===== src/rtl/controle_desvio.sv =====
// rtl/controle_desvio.sv - PC register, flag register and jump-family sequencer (JF/JT/J/JAL/JR).
// Optional taken-jump counter enabled by defining CONTROLE_DESVIO_CONTADOR_EN.
module controle_desvio #(
  parameter int                    LARGURA_PC     = 16,
  parameter logic [LARGURA_PC-1:0] ENDERECO_RESET = '0,
  parameter logic [2:0]            REG_LINK       = 3'd7
) (
  input  logic                  clock,
  input  logic                  reset,
  input  logic [15:0]           instrucao,
  input  logic                  incrementa,
  input  logic                  executa,
  input  logic [4:0]            flags_in,
  input  logic                  flags_we,
  input  logic [15:0]           reg_dado,
  output logic [LARGURA_PC-1:0] pc,
  output logic [2:0]            reg_sel,
  output logic [LARGURA_PC-1:0] link_dado,
  output logic [2:0]            link_sel,
  output logic                  link_we,
  output logic                  ocupado,
  output logic                  concluido,
  output logic                  desvio_tomado,
  output logic [15:0]           contador_desvios
);

  typedef enum logic [1:0] {OCIOSO, DECODIFICA, LE_REG, ATUALIZA} estado_t;

  estado_t               estado_q, estado_d;
  logic [LARGURA_PC-1:0] pc_q, pc_d, base_q, base_d, alvo_q, alvo_d, link_dado_q, link_dado_d;
  logic [15:0]           instr_q, instr_d;
  logic [4:0]            flags_q, flags_d;
  logic [2:0]            reg_sel_q, reg_sel_d;
  logic                  cond_q, cond_d, tomado_q, tomado_d;
  logic                  link_we_q, link_we_d, ocupado_q, ocupado_d;
  logic                  concluido_q, concluido_d, desvio_q, desvio_d;
  logic [7:0]            cond_vet;
  logic                  eh_salto, eh_jal, eh_jr;

  // Condition is sampled at the executa edge so a same-cycle flags_we cannot affect it
  assign cond_vet = {3'b111, flags_q};
  assign eh_salto = (instr_q[15:14] == 2'b00);
  assign eh_jal   = eh_salto && (instr_q[13:12] == 2'b11) && !instr_q[11];
  assign eh_jr    = eh_salto && (instr_q[13:12] == 2'b11) && instr_q[11];

  always_ff @(posedge clock or negedge reset) begin
    if (!reset) estado_q <= OCIOSO;
    else        estado_q <= estado_d;
  end

  always_comb begin
    estado_d = estado_q;
    case (estado_q)
      OCIOSO:     if (executa) estado_d = DECODIFICA;
      DECODIFICA: estado_d = eh_jr ? LE_REG : ATUALIZA;
      LE_REG:     estado_d = ATUALIZA;
      ATUALIZA:   estado_d = OCIOSO;
      default:    estado_d = OCIOSO;
    endcase
  end

  always_comb begin
    pc_d        = pc_q;
    base_d      = base_q;
    alvo_d      = alvo_q;
    instr_d     = instr_q;
    cond_d      = cond_q;
    tomado_d    = tomado_q;
    reg_sel_d   = reg_sel_q;
    link_dado_d = link_dado_q;
    flags_d     = flags_we ? flags_in : flags_q;

    if (estado_q == ATUALIZA && tomado_q)
      pc_d = alvo_q;
    else if (estado_q == OCIOSO && incrementa && !executa)
      pc_d = pc_q + 1'b1;

    if (estado_q == OCIOSO && executa) begin
      instr_d = instrucao;
      base_d  = pc_q;
      cond_d  = cond_vet[instrucao[10:8]];
      if (instrucao[15:11] == 5'b00111) reg_sel_d = instrucao[2:0];
    end

    if (estado_q == DECODIFICA) begin
      tomado_d = 1'b0;
      if (eh_salto) begin
        case (instr_q[13:12])
          2'b00: begin
            alvo_d   = base_q + LARGURA_PC'($signed(instr_q[7:0]));
            tomado_d = !cond_q;
          end
          2'b01: begin
            alvo_d   = base_q + LARGURA_PC'($signed(instr_q[7:0]));
            tomado_d = cond_q;
          end
          2'b10: begin
            alvo_d   = base_q + LARGURA_PC'($signed(instr_q[11:0]));
            tomado_d = 1'b1;
          end
          default: begin
            alvo_d   = base_q + LARGURA_PC'($signed(instr_q[10:0]));
            tomado_d = !instr_q[11];
          end
        endcase
      end
    end else if (estado_q == LE_REG) begin
      alvo_d   = LARGURA_PC'(reg_dado);
      tomado_d = 1'b1;
    end

    // Pulses are registered one state ahead so they line up with the ATUALIZA cycle
    concluido_d = (estado_d == ATUALIZA);
    desvio_d    = (estado_d == ATUALIZA) && tomado_d;
    link_we_d   = (estado_d == ATUALIZA) && eh_jal;
    ocupado_d   = (estado_d != OCIOSO);
    if (link_we_d) link_dado_d = base_q;
  end

  always_ff @(posedge clock or negedge reset) begin
    if (!reset) begin
      pc_q        <= ENDERECO_RESET;
      base_q      <= '0;
      alvo_q      <= '0;
      instr_q     <= '0;
      flags_q     <= '0;
      cond_q      <= 1'b0;
      tomado_q    <= 1'b0;
      reg_sel_q   <= '0;
      link_dado_q <= '0;
      link_we_q   <= 1'b0;
      ocupado_q   <= 1'b0;
      concluido_q <= 1'b0;
      desvio_q    <= 1'b0;
    end else begin
      pc_q        <= pc_d;
      base_q      <= base_d;
      alvo_q      <= alvo_d;
      instr_q     <= instr_d;
      flags_q     <= flags_d;
      cond_q      <= cond_d;
      tomado_q    <= tomado_d;
      reg_sel_q   <= reg_sel_d;
      link_dado_q <= link_dado_d;
      link_we_q   <= link_we_d;
      ocupado_q   <= ocupado_d;
      concluido_q <= concluido_d;
      desvio_q    <= desvio_d;
    end
  end

`ifdef CONTROLE_DESVIO_CONTADOR_EN
  logic [15:0] cont_q, cont_d;

  always_comb begin
    cont_d = cont_q;
    if (estado_q == ATUALIZA && tomado_q && cont_q != 16'hFFFF) cont_d = cont_q + 16'd1;
  end

  always_ff @(posedge clock or negedge reset) begin
    if (!reset) cont_q <= '0;
    else        cont_q <= cont_d;
  end

  assign contador_desvios = cont_q;
`else
  assign contador_desvios = '0;
`endif

  assign pc            = pc_q;
  assign reg_sel       = reg_sel_q;
  assign link_dado     = link_dado_q;
  assign link_sel      = REG_LINK;
  assign link_we       = link_we_q;
  assign ocupado       = ocupado_q;
  assign concluido     = concluido_q;
  assign desvio_tomado = desvio_q;

endmodule


===== config.mk =====
export PLATFORM = sky130hd
export DESIGN_NAME = controle_desvio
export DESIGN_NICKNAME = d
export VERILOG_FILES = /design/src/rtl/controle_desvio.sv
export SDC_FILE = /design/constraint.sdc
export NUM_CORES = 1
export LEC_CHECK = 0
export CORE_MARGIN = 5
export CORE_UTILIZATION = 51
export CTS_CLUSTER_DIAMETER = 30
export CTS_CLUSTER_SIZE = 28
export DETAILED_ROUTE_END_ITERATION = 12
export GPL_ROUTABILITY_DRIVEN = 0
export PLACE_DENSITY = 0.82
export SETUP_SLACK_MARGIN = 0.02
export SYNTH_ARGS = -nofsm -noshare
export SYNTH_HDL_FRONTEND = slang
export SYNTH_SLANG_ARGS = --single-unit

===== constraint.sdc =====
create_clock -name clock -period 2.8 [get_ports clock]
set_input_delay 0.84 -clock clock [delete_from_list [all_inputs] [get_ports clock]]
set_output_delay 0.84 -clock clock [all_outputs]
set_load 0.02 [all_outputs]

==> results.md <==
- Combinational group share of total power: 0.528
- Clock Power Share: 0.124
- Routed wl met2: roughly 5600 um
- Complex-gate fraction of the synthesized area: 0.0948
- IO Port Bufs: 80
- Period utilization: 0.899
- Simple-Gate Fraction of Synth Area: 0.117
- Dominant cells by area after synthesis: dfrtp_1 (47%), mux2_2 (11%), ha_1 (5.4%)
- Sequential power share: 0.348
- Mapped Cells: 472
- Clock root buffer: clkbuf_8
- Placed Cells: 680
- Final worst setup slack: 0.282 ns
- Proportion of synthesized area in mux cells: 0.157
- Post-Synth XOR/XNOR Area: 0.0448
- Finished Layout Cells: 697
- Placed inst area: 0.00602 mm^2
- Hold_buf cts: 0
- Number of synthesized flops with an enable pin: 0
- Clock Tree Buf Depth: 2
- #FFs+latches synth: 96
- Syn Std Cell Area: 0.00508 mm^2
- Synth cell types: 47
- Core Region: 0.00973 mm^2
- Largest family of logic cells by synthesized area: multiplexers
- RSZ-0062 raised after global routing: false
- CTS sink cnt: 96
- Most common cell on crit path: o21ai_0
- CP max stage delay: approximately 0.47 ns
- Grt total ovfl: 0
- CP endpoint kind: flip-flop
- Wire per inst: ~17 um
- Met3 wire len: 906 um
- Crit-path slowest cell: dfrtp_1
- Fillers: approximately 800
- Crit-path cells: mux2i_1, o21ai_0, ha_1, a21oi_1, o21bai_1, a211oi_1, o21ai_0, xnor2_1, o221a_2
- Yosys warnings: 0
- Drt first-iter violations: 318
- HPWL after DPL: 8770 um
- Cell accounting for the most synthesized area: dfrtp_1
- Seq/Total Area, Yosys: 0.473
- Met1 Wirelength: 4790 um
- Switch share: 0.427
- Worst Path Max Fanout: 6
- Largest net degree at the start of global routing: 50
- Final setup viols: 0
- Vias in the first global route: 3901
- Primary FF master, synth: dfrtp_1
- Diode count: 0
- Die Ht: 110 um
- Most common cell after layout, fill and taps aside: dfrtp_1
- Die area: 0.0121 mm^2
- Starting Density: 0.522
- Avg Synthesized Cell Area: between 10 and 15 um^2
- Switching power: 3.08 mW
- Initial antenna violation count: 0
- Crit path required time: roughly 3.1 ns
- VDD IR max: 633 uV
- Vias per std cell: around 5.5
- DR top layer: met4
- TritonRoute pass-1 iters: 5
- Top cell type's share of synthesized area: 0.473
- Htree depth: 3
- Kind of critical path: flip-flop to flip-flop
- # Post-CTS Setup Buffers: 0
- FMAX: 397 MHz
- Hold WC Path Type: input pin to asynchronous set/reset pin
- Power per cell area: 1160 mW/mm^2
- Minimum clock period: between 2 and 3 ns
- Hold_ws: 0.361 ns
- Clk slew on worst S/H paths: 0.10 ns
- Post-route cell area: around 0.0062 mm^2
- Int Pwr: 4.13 mW
- Pins over their slew limit: 0
- Critical Path Source Type: flip-flop
- Setup TNS: 0 ns
- Cts bufs inserted: 9
- Total number of vias: 3825
- CTS tree: done
- DRC: 0
- Worst-Skew Late Latency: 0.37 ns
- Status: completed
- Clk_skew: 0.0118 ns
- IO Pins: 100
- Critical Path AT: 2.78 ns
- Final Hold Vio Count: 0
- Async SR Flop Fraction: 1.00
- Global-route wire length before repair: between 15000 and 20000 um
- Total detailed-routing wirelength: 11500 um
- Die X: 110 um
- Pleak: 2.82 nW
- Final core occ: 0.641
- Tot Pwr: 7.22 mW
- Max-Cap Viols: 0
- Layout Nets: 624
- Core Rows: 36
- Adder-Cell Fraction of Synth Area: 0.0581
- Share of cells above drive strength 1: 0.170
- P&R area growth vs syn: 22.7%
- Worst slack at placement: 0.0539 ns
- Post-DRT Antenna Nets: 0
- Most frequent cells in the layout: dfrtp_1 (96), clkdlybuf4s50_1 (79), nand2_1 (53)
- GRT Overall Usage: 0.206
-- critical path: cells and delay by family, from the launching register on --
kind,cells,cell delay (ns)
XOR/XNOR,1,0.15
AO/OA/AOI/OAI,6,1.30
multiplexers,1,0.15
adder cells (fa/ha/maj),1,0.36
flip-flops,1,0.47
-- sequential cells by signal (all words and copies together) (netlist names) --
| name | cells |
|---|---|
| instr_q | 16 |
| alvo_q | 16 |
| link_dado | 16 |
| link_we | 1 |
| tomado_q | 1 |
| estado_q | 2 |
| desvio_tomado | 1 |
| concluido | 1 |
| pc | 16 |
| cond_q | 1 |
| reg_sel | 3 |
| base_q | 16 |
| ocupado | 1 |
| flags_q | 5 |
-- Yosys cell counts, types with 13 or more instances --
cell type / n
nor2_1: 15
dfrtp_1: 96
inv_1: 13
xor2_1: 15
ha_1: 22
nand2_1: 53
buf_4: 19
mux2_2: 48
clkbuf_1: 15
o21ai_0: 35
a21oi_1: 22
nand3_1: 14
-- layout make-up --
class / count / area [um^2] / share of cell area
Clock inverter: 6 / 61.3 / 0.00984
Multi-Input combinational cell: 343 / 2470 / 0.397
Clock buffer: 10 / 138 / 0.0221
Tap cell: 133 / 166 / 0.0267
Inverter: 13 / 48.8 / 0.00783
Timing Repair Buffer: 96 / 943 / 0.151
Sequential cell: 96 / 2400 / 0.385
-- layer usage --
layer,global-route usage,vias up
li1,-,1785
met5,0,-
met3,0.0423,20
met4,0.0721,0
met2,0.344,168
met1,0.267,1852
-- worst paths after layout --
kind                                         start                     end  slack (ns)  depth (start not counted)
max reg2reg                instr_q[12]$_DFFE_PN0P_  alvo_q[15]$_DFFE_PN0P_        0.28                          9
min                                          reset  flags_q[0]$_DFFE_PN0P_        0.36                          1
min in group clock           alvo_q[7]$_DFFE_PN0P_       pc[7]$_DFFE_PN0P_        0.49                          2
min reg2reg                  alvo_q[7]$_DFFE_PN0P_       pc[7]$_DFFE_PN0P_        0.49                          2
max                        instr_q[12]$_DFFE_PN0P_  alvo_q[15]$_DFFE_PN0P_        0.28                          9
max in group asynchronous                    reset  alvo_q[13]$_DFFE_PN0P_        1.80                          2
-- logic make-up after synthesis --
group,after synthesis
other,2
DFF,96
muxes,68
xor gates and xnor gates,26
adders and majority gates,23
AOI/OAI and AO/OA,82
buffers and inverters,50
and+or+nand+nor,125
-- power by group through the flow --
stage / Combinational, mW / Sequential [mW] / Clock [mW]
after global routing: 4.21 / 2.59 / 0.973
after CTS: 3.76 / 2.50 / 0.922
after global placement: 3.57 / 2.49 / 0
final: 3.81 / 2.51 / 0.898
after detailed placement: 3.74 / 2.53 / 0
after floorplan: 2.47 / 2.56 / 0
-- timing repair --
item | 4_1_cts | 5_1_grt
setup endpoints to repair | 0 | 2
resized for setup | 0 | 1
hold endpoints to repair | 0 | 0
(Power assumes the default switching activity.)
